--- config.mk ---
export PLATFORM = sky130hd
export DESIGN_NAME = zcd_pie_decoder
export DESIGN_NICKNAME = d
export VERILOG_FILES = /design/src/rtl/zcd_pie_decoder.sv
export SDC_FILE = /design/constraint.sdc
export NUM_CORES = 1
export LEC_CHECK = 0
export CAP_MARGIN = 10
export CORE_MARGIN = 2
export CORE_UTILIZATION = 40
export DETAILED_ROUTE_END_ITERATION = 10
export SLEW_MARGIN = 40
export SYNTH_ARGS = -nofsm -noshare
export SYNTH_HDL_FRONTEND = slang
export SYNTH_SLANG_ARGS = --single-unit
--- constraint.sdc ---
create_clock -name sclk_3mhz -period 2.1 [get_ports sclk_3mhz]
set_clock_uncertainty 0.15 [all_clocks]
set_input_delay 0.315 -clock sclk_3mhz [delete_from_list [all_inputs] [get_ports sclk_3mhz]]
set_output_delay 0.315 -clock sclk_3mhz [all_outputs]
set_load 0.02 [all_outputs]
--- src/rtl/zcd_pie_decoder.sv ---
// rtl/zcd_pie_decoder.sv - PIE symbol decoder for a zero-crossing pulse train (optional filter: ZCD_GLITCH_FILTER_EN)
module zcd_pie_decoder #(
  parameter int                 CNT_W      = 5,
  parameter int                 ZERO_MIN   = 3,
  parameter int                 ZERO_MAX   = 6,
  parameter int                 ONE_MIN    = 9,
  parameter int                 ONE_MAX    = 12,
  parameter int                 GAP_CYCLES = 2,
  parameter int                 SEQ_LEN    = 4,
  parameter logic [SEQ_LEN-1:0] SEQ        = 4'b0101
) (
  input  logic             sclk_3mhz,
  input  logic             reset_n,
  input  logic             zcd_pulse,
  input  logic             enable,
  output logic             sym_valid,
  output logic             sym_bit,
  output logic             sym_err,
  output logic [CNT_W-1:0] hi_width,
  output logic             seq_detected,
  output logic [7:0]       err_count
);

  localparam int LO_W   = (GAP_CYCLES > 1) ? $clog2(GAP_CYCLES + 1) : 1;
  localparam int FILL_W = $clog2(SEQ_LEN + 1);

  localparam logic [CNT_W-1:0]  HI_MAX   = {CNT_W{1'b1}};
  localparam logic [CNT_W-1:0]  Z_MIN    = CNT_W'(ZERO_MIN);
  localparam logic [CNT_W-1:0]  Z_MAX    = CNT_W'(ZERO_MAX);
  localparam logic [CNT_W-1:0]  O_MIN    = CNT_W'(ONE_MIN);
  localparam logic [CNT_W-1:0]  O_MAX    = CNT_W'(ONE_MAX);
  localparam logic [LO_W-1:0]   GAP_L    = LO_W'(GAP_CYCLES);
  localparam logic [LO_W-1:0]   GAP_M1   = LO_W'(GAP_CYCLES - 1);
  localparam logic [FILL_W-1:0] FILL_MAX = FILL_W'(SEQ_LEN);

  // Cycles after reset before the sampled line value is trustworthy.
`ifdef ZCD_GLITCH_FILTER_EN
  localparam int PRIME_W = 4;
`else
  localparam int PRIME_W = 2;
`endif

  logic               sync_ff1;
  logic               sync;
  logic               din;
  logic [PRIME_W-1:0] prime;
  logic               primed;
  logic               armed;
  logic               count_en;
  logic [CNT_W-1:0]   hi_cnt;
  logic [LO_W-1:0]    lo_cnt;
  logic               term;
  logic               cls_zero;
  logic               cls_one;
  logic               cls_err;
  logic [SEQ_LEN-1:0] hist;
  logic [FILL_W-1:0]  fill;

  // Two-flop synchroniser for the asynchronous zero-crossing input.
  always_ff @(posedge sclk_3mhz) begin
    if (!reset_n) begin
      sync_ff1 <= 1'b0;
      sync     <= 1'b0;
    end else begin
      sync_ff1 <= zcd_pulse;
      sync     <= sync_ff1;
    end
  end

`ifdef ZCD_GLITCH_FILTER_EN
  logic [1:0] sync_dly;

  // Keep the two previous synchronised samples for the majority vote.
  always_ff @(posedge sclk_3mhz) begin
    if (!reset_n) begin
      sync_dly <= 2'b00;
    end else begin
      sync_dly <= {sync_dly[0], sync};
    end
  end

  assign din = (sync & sync_dly[0]) | (sync & sync_dly[1]) | (sync_dly[0] & sync_dly[1]);
`else
  assign din = sync;
`endif

  // Shift in ones after reset; the top bit marks the sample pipeline as refilled.
  always_ff @(posedge sclk_3mhz) begin
    if (!reset_n) begin
      prime <= '0;
    end else begin
      prime <= {prime[PRIME_W-2:0], 1'b1};
    end
  end

  assign primed = prime[PRIME_W-1];

  // Only start measuring once the line has been seen low, so a pulse cut by reset is dropped.
  always_ff @(posedge sclk_3mhz) begin
    if (!reset_n) begin
      armed <= 1'b0;
    end else if (primed && !din) begin
      armed <= 1'b1;
    end
  end

  assign count_en = enable && armed;

  // The symbol closes on the edge where the low run reaches the gap length.
  assign term = count_en && !din && (lo_cnt == GAP_M1) && (hi_cnt != '0);

  // Width windows; a saturated counter is never a legal symbol.
  always_comb begin
    cls_zero = 1'b0;
    cls_one  = 1'b0;
    cls_err  = 1'b0;
    cls_zero = (hi_cnt >= Z_MIN) && (hi_cnt <= Z_MAX);
    cls_one  = (hi_cnt >= O_MIN) && (hi_cnt <= O_MAX);
    cls_err  = (hi_cnt == HI_MAX) || !(cls_zero || cls_one);
  end

  // High/low run counters; short low runs leave the high count untouched.
  always_ff @(posedge sclk_3mhz) begin
    if (!reset_n) begin
      hi_cnt <= '0;
      lo_cnt <= '0;
    end else if (!count_en) begin
      hi_cnt <= '0;
      lo_cnt <= '0;
    end else if (din) begin
      lo_cnt <= '0;
      if (hi_cnt != HI_MAX) begin
        hi_cnt <= hi_cnt + 1'b1;
      end
    end else begin
      if (lo_cnt != GAP_L) begin
        lo_cnt <= lo_cnt + 1'b1;
      end
      if (term) begin
        hi_cnt <= '0;
      end
    end
  end

  // Registered symbol report; data fields hold their last value between strobes.
  always_ff @(posedge sclk_3mhz) begin
    if (!reset_n) begin
      sym_valid <= 1'b0;
      sym_bit   <= 1'b0;
      sym_err   <= 1'b0;
      hi_width  <= '0;
    end else begin
      sym_valid <= term;
      if (term) begin
        sym_bit  <= cls_one && !cls_err;
        sym_err  <= cls_err;
        hi_width <= hi_cnt;
      end
    end
  end

  // Symbol history and error tally; an error symbol breaks any partial pattern.
  always_ff @(posedge sclk_3mhz) begin
    if (!reset_n) begin
      hist      <= '0;
      fill      <= '0;
      err_count <= 8'd0;
    end else if (term) begin
      if (cls_err) begin
        hist <= '0;
        fill <= '0;
        if (err_count != 8'hFF) begin
          err_count <= err_count + 8'd1;
        end
      end else begin
        hist <= {hist[SEQ_LEN-2:0], cls_one};
        if (fill != FILL_MAX) begin
          fill <= fill + 1'b1;
        end
      end
    end
  end

  // Pattern strobe one cycle after the symbol that completed it.
  always_ff @(posedge sclk_3mhz) begin
    if (!reset_n) begin
      seq_detected <= 1'b0;
    end else begin
      seq_detected <= sym_valid && enable && (fill == FILL_MAX) && (hist == SEQ);
    end
  end

endmodule

**Yosys cells after proc, flatten, opt, wreduce, memory -nomap -nowiden**

Cells that the tools add are included.

- Bits in registers: 36
- Bits in latches: 0
- RAM bits: 0
- Memory bits (read-only): 0
- Input bits: 4
- Output and inout port bits: 17
- Word-level logic and storage cells: 65
- Memories kept: 0

- Add/subtract/negate cells: 4
- Multiply operators: 0
- Div/mod/pow operators: 0
- Order comparisons: 4
- Eq/ne operators: 9
- Shifts and indexed selects: 0
- Multiplexer cells: 7
- Bitwise operators: 2
- Reductions and logical operators: 24

Operator list:

| operator | count |
|---|---|
| $mux W5 | 3 |
| $logic_and A1 B1 Y1 | 11 |
| $add A8 B1 Y8 const B | 1 |
| $ne A8 B8 Y1 const B | 1 |
| $mux W3 | 2 |
| $reduce_and A2 Y1 | 3 |
| $add A5 B1 Y5 const B | 1 |
| $eq A5 B5 Y1 const B | 1 |
| $ge A5 B2 Y1 const B | 1 |
| $ge A5 B4 Y1 const B | 1 |
| $le A5 B3 Y1 const B | 1 |
| $le A5 B4 Y1 const B | 1 |
| $ne A5 B5 Y1 const B | 1 |
| $reduce_bool A5 Y1 | 1 |
| $eq A4 B3 Y1 const B | 1 |
| $mux W4 | 1 |
| $reduce_bool A2 Y1 | 2 |
| $add A3 B1 Y3 const B | 1 |
| $eq A3 B3 Y1 const B | 1 |
| $logic_not A1 Y1 | 3 |
| $ne A3 B3 Y1 const B | 1 |
| $reduce_and A3 Y1 | 1 |
| $reduce_or A3 Y1 | 1 |
| $add A2 B1 Y2 const B | 1 |
| other kinds (6) | 8 |

**Depth between registers and ports, before layout**

- Word-level depth: 7
- Gate-level depth with buffers: 8
- Mapped depth without buffers: 7

**Worst setup path after synthesis**

No wires, ideal clock.

- Kind: register to register
- Start: register hi_cnt[1]
- End: register err_count[3]
- Setup time: 0.072 ns
- Data arrival time: 1.992 ns
- Slack: -0.113 ns
- Cell stages (with the launch flop): 8
- Buffers on the path: 0
- Clock period less this slack: 2.213 ns
- Cells stage by stage: dfxtp_1 ha_1 and3_1 ha_1 nor3b_1 a22o_4 or4_1 a21oi_1

- Cells in the longest elaborated chain, start to end: 6
- Elaborated cells on any way between the ends: 13

RTL lines:

| what | line | source |
|---|---|---|
| start, declared | 50 | `logic [CNT_W-1:0] hi_cnt;` |
| start signal, assigned | 133 | `hi_cnt <= hi_cnt + 1'b1;` |
| $ge A5 B2 Y1, or another cell as far along | 117 | `cls_zero = (hi_cnt >= Z_MIN) && (hi_cnt <= Z_MAX);` |
| $logic_and A1 B1 Y1, on equally long branches | 117, 118 |  |
| $logic_or A1 B1 Y1 | 119 | `cls_err = (hi_cnt == HI_MAX) \|\| !(cls_zero \|\| cls_one);` |
| $logic_not A1 Y1 | 119 |  |
| $logic_or A1 B1 Y1 | 119 |  |
| $reduce_and A3 Y1 (no line) (*) | - |  |
| end signal, assigned | 173 | `err_count <= err_count + 8'd1;` |
| end, declared | 21 | `output logic [7:0] err_count` |

Every way passes the cells marked *; elsewhere a longest branch is shown, timed or not.
A chain may end at the register's enable or synchronous reset.

**Final worst setup path**

- Start: register hi_cnt[0]
- End: register err_count[5]

Same word-level chain as after synthesis.

==> results.txt <==
Yosys Warn Count -> 0
vias -> 1488
Clk pwr share -> 43.0%
Worst Setup Slack, final -> 0.0436 ns
grt ovf -> 0
pre-CTS WS -> -0.104 ns
critical path class -> reg2reg
DRC -> 0
# clock sinks -> 35
core area -> 3940 um^2
TritonCTS clock tree -> yes
Crit path required time -> 2.13 ns
row count -> 23
Layout fillers -> 340
placed cell count -> 265
fin cells -> 279
Die X -> 67.5 um
vias per cell -> 5.33
RSZ-0062 raised after global routing -> true
combinational power share -> 2.8%
Psw -> 0.256 mW
Slew @ Worst Pin -> 0.436 ns
share of power burned in registers -> 54.2%
cts bufs inserted -> 5
CP Capture Type -> flip-flop
Min Hold Slack -> 0.292 ns
Tightest Hold Check Type -> reg2reg
HP Start -> prime[0]
fin nets -> 242
GP Congestion -> 0.753
die extent in y -> 67.5 um
fmax -> 0.486 GHz
reg2reg setup slack -> 0.04 ns
pwr dens -> 559 nW/um^2
clock buffer depth -> 2
async set-reset flop share out of synthesis -> 0%
drt total wl -> 3.85 mm
RR Startpoint -> hi_cnt[0]
clock root cell -> clkbuf_8
First DRT Iteration DRCs -> 81
vias in the first global route -> 1496
Seq/Total Area, Yosys -> 43.4%
count of inserted antenna diode cells -> 0
Post-synth EDFFs -> 0
Synth Instances -> 184
Leakage -> 0.843 nW
status -> completed
Final Hold Fails -> 0
Yosys reg bits -> 35
Final Max Slew Viols -> 0
first-pass GRT wire length -> 6.56 mm
Crit Path Max Fanout -> 4
GRT Total Usage -> 19.1%
Final Setup Violations -> 0
Final min period -> 2.06 ns
Peak VDD IR -> 313 uV
synthesized cell area -> 1610 um^2
largest net degree at the start of global routing -> 16
clock transition time at the flip-flop clock pins of the worst setup and hold paths -> 0.07 ns
drt wl/cell -> 13.8 um
H-tree lvl count -> 2
worst r2r dst -> err_count[5]
fin util -> 56.3%
hold endpoint -> prime[1]
Worst-Skew Late Latency -> 0.28 ns
R2R depth -> 8
Hold Path Stages -> 1
Switching Fraction -> 20.6%
max_slew headroom -> 71.0%
Ports -> 21
cell internal pwr -> 0.984 mW
Max Cap Violations -> 0
Layout area overhead -> 37.4%
antenna viol nets, final -> 0
Post-DP HPWL -> 2.72 mm
Syn Nets -> 198
die area -> 4560 um^2
synth unique cells -> 40
Tcrit/Tclk final -> 97.9%
syn avg cell area -> 8.77 um^2
startpoint types -> flip-flop
IO Port Bufs -> 20
initial antenna violation count -> 0
layout cells sized above 1 -> 24.5%
Synth Flop Type -> dfxtp_1
Starting Density -> 40.9%
DR pass1 iterations -> 4
WP data arrival -> 2.09 ns
registers in the layout, summed over array words and instances (netlist names):
register,cells
hi_cnt,5
hist,3
sym_bit,1
lo_cnt,2
fill,3
hi_width,5
sym_err,1
sync_ff1,1
err_count,8
prime,2
armed,1
sym_valid,1
din,1
seq_detected,1
cell usage after synthesis, types with 2 or more instances:
| master | instances | area share (%) |
|---|---|---|
| dfxtp_1 | 35 | 43 |
| nand2_1 | 21 | 4.9 |
| a21oi_1 | 18 | 5.6 |
| nor2_1 | 12 | 2.8 |
| nand3_1 | 11 | 3.4 |
| ha_1 | 10 | 7.8 |
| inv_1 | 10 | 2.3 |
| nor3_1 | 8 | 2.5 |
| o21ai_0 | 6 | 1.9 |
| a22oi_1 | 4 | 1.9 |
| nand4_1 | 4 | 1.6 |
| a31oi_1 | 3 | 1.2 |
| and2_1 | 3 | 1.2 |
| and3_1 | 3 | 1.2 |
| buf_2 | 3 | 0.93 |
| clkbuf_1 | 3 | 0.70 |
| or3_1 | 3 | 1.2 |
| xor2_1 | 3 | 1.6 |
| mux2i_1 | 2 | 1.2 |
| o22ai_1 | 2 | 0.78 |
area by class of cell:
type	instances	area (um^2)	share of cell area (%)
Multi-Input combinational cell	131	920	41.5
Sequential cell	35	703	31.7
Tap cell	50	62.6	2.82
Timing Repair Buffer	44	392	17.7
Clock buffer	8	100	4.51
Inverter	11	41.3	1.86
worst max path at each step:
stage | from | end | slack (ns)
4_1_cts | hi_cnt[0] | err_count[3] | 0.004
3_5_place_dp | enable | err_count[6] | -0.10
5_1_grt | hi_cnt[0] | err_count[5] | -0.09
2_1_floorplan | hi_cnt[0] | err_count[3] | -0.07
3_3_place_gp | enable | err_count[6] | -0.08
6_report | hi_cnt[0] | err_count[5] | 0.04
power by group through the flow:
stage / logic (mW) / clock network (mW) / registers [mW]
3_3_place_gp: 0.0324 / 0 / 0.687
6_report: 0.0347 / 0.533 / 0.672
5_1_grt: 0.0388 / 0.572 / 0.672
3_5_place_dp: 0.0335 / 0 / 0.687
4_1_cts: 0.0340 / 0.545 / 0.672
2_1_floorplan: 0.0161 / 0 / 0.687
cell families after synthesis:
kind of cell               count (synthesis)  synth area share (%)
muxes                                      2                  1.24
buffers and inverters                     18                  4.88
DFF                                       35                  43.4
AOI/OAI and AO/OA                         40                  17.2
xor gates and xnor gates                   3                  1.63
and+or+nand+nor                           76                  23.9
adders and majority gates                 10                  7.75
stage by stage:
stage | instance area (um^2) | power, mW | TNS (ns)
finish | 2220 | 1.24 | 0
detailed placement | 1980 | 0.721 | -0.442
floorplan | 1620 | 0.703 | -0.0703
CTS | 2150 | 1.25 | 0
global route | 2220 | 1.28 | -0.247
global placement | 1980 | 0.720 | -0.153
what timing repair did:
| item | in CTS | in global routing |
|---|---|---|
| hold buffers | 0 | 0 |
| resized for setup | 5 | 18 |
| setup endpoints to repair | 5 | 10 |
| setup buffers | 6 | 0 |
| pin swaps | 3 | 8 |
metal layers:
layer | GRT usage, % | share of wire, % | vias up
met5 | 0 | 0 | -
met4 | 7.91 | 1.4 | 0
li1 | - | - | 742
met1 | 23.4 | 47 | 713
met2 | 31.6 | 48 | 26
met3 | 5.00 | 3.5 | 7
placed cells by master, fill, tap and decap left out, drive strengths merged, types with 6 or more instances in the layout:
| master | count |
|---|---|
| dfxtp | 35 |
| buf | 24 |
| nand2 | 22 |
| clkdlybuf4s50 | 20 |
| a21oi | 18 |
| nor2 | 12 |
| nand3 | 11 |
| inv | 10 |
| ha | 10 |
| nor3 | 8 |
| clkbuf | 8 |
| o21ai | 6 |
critical path, cell delays in order, from the launching register on:
cell and delay [ns]:
dfxtp_2 0.35, ha_2 0.18, and3_4 0.19, ha_4 0.15, nor3b_2 0.06, buf_4 0.14, a22oi_1 0.39, a31oi_1 0.14
a41o_1 0.22
No activity file was read; power rests on OpenSTA's default activity.
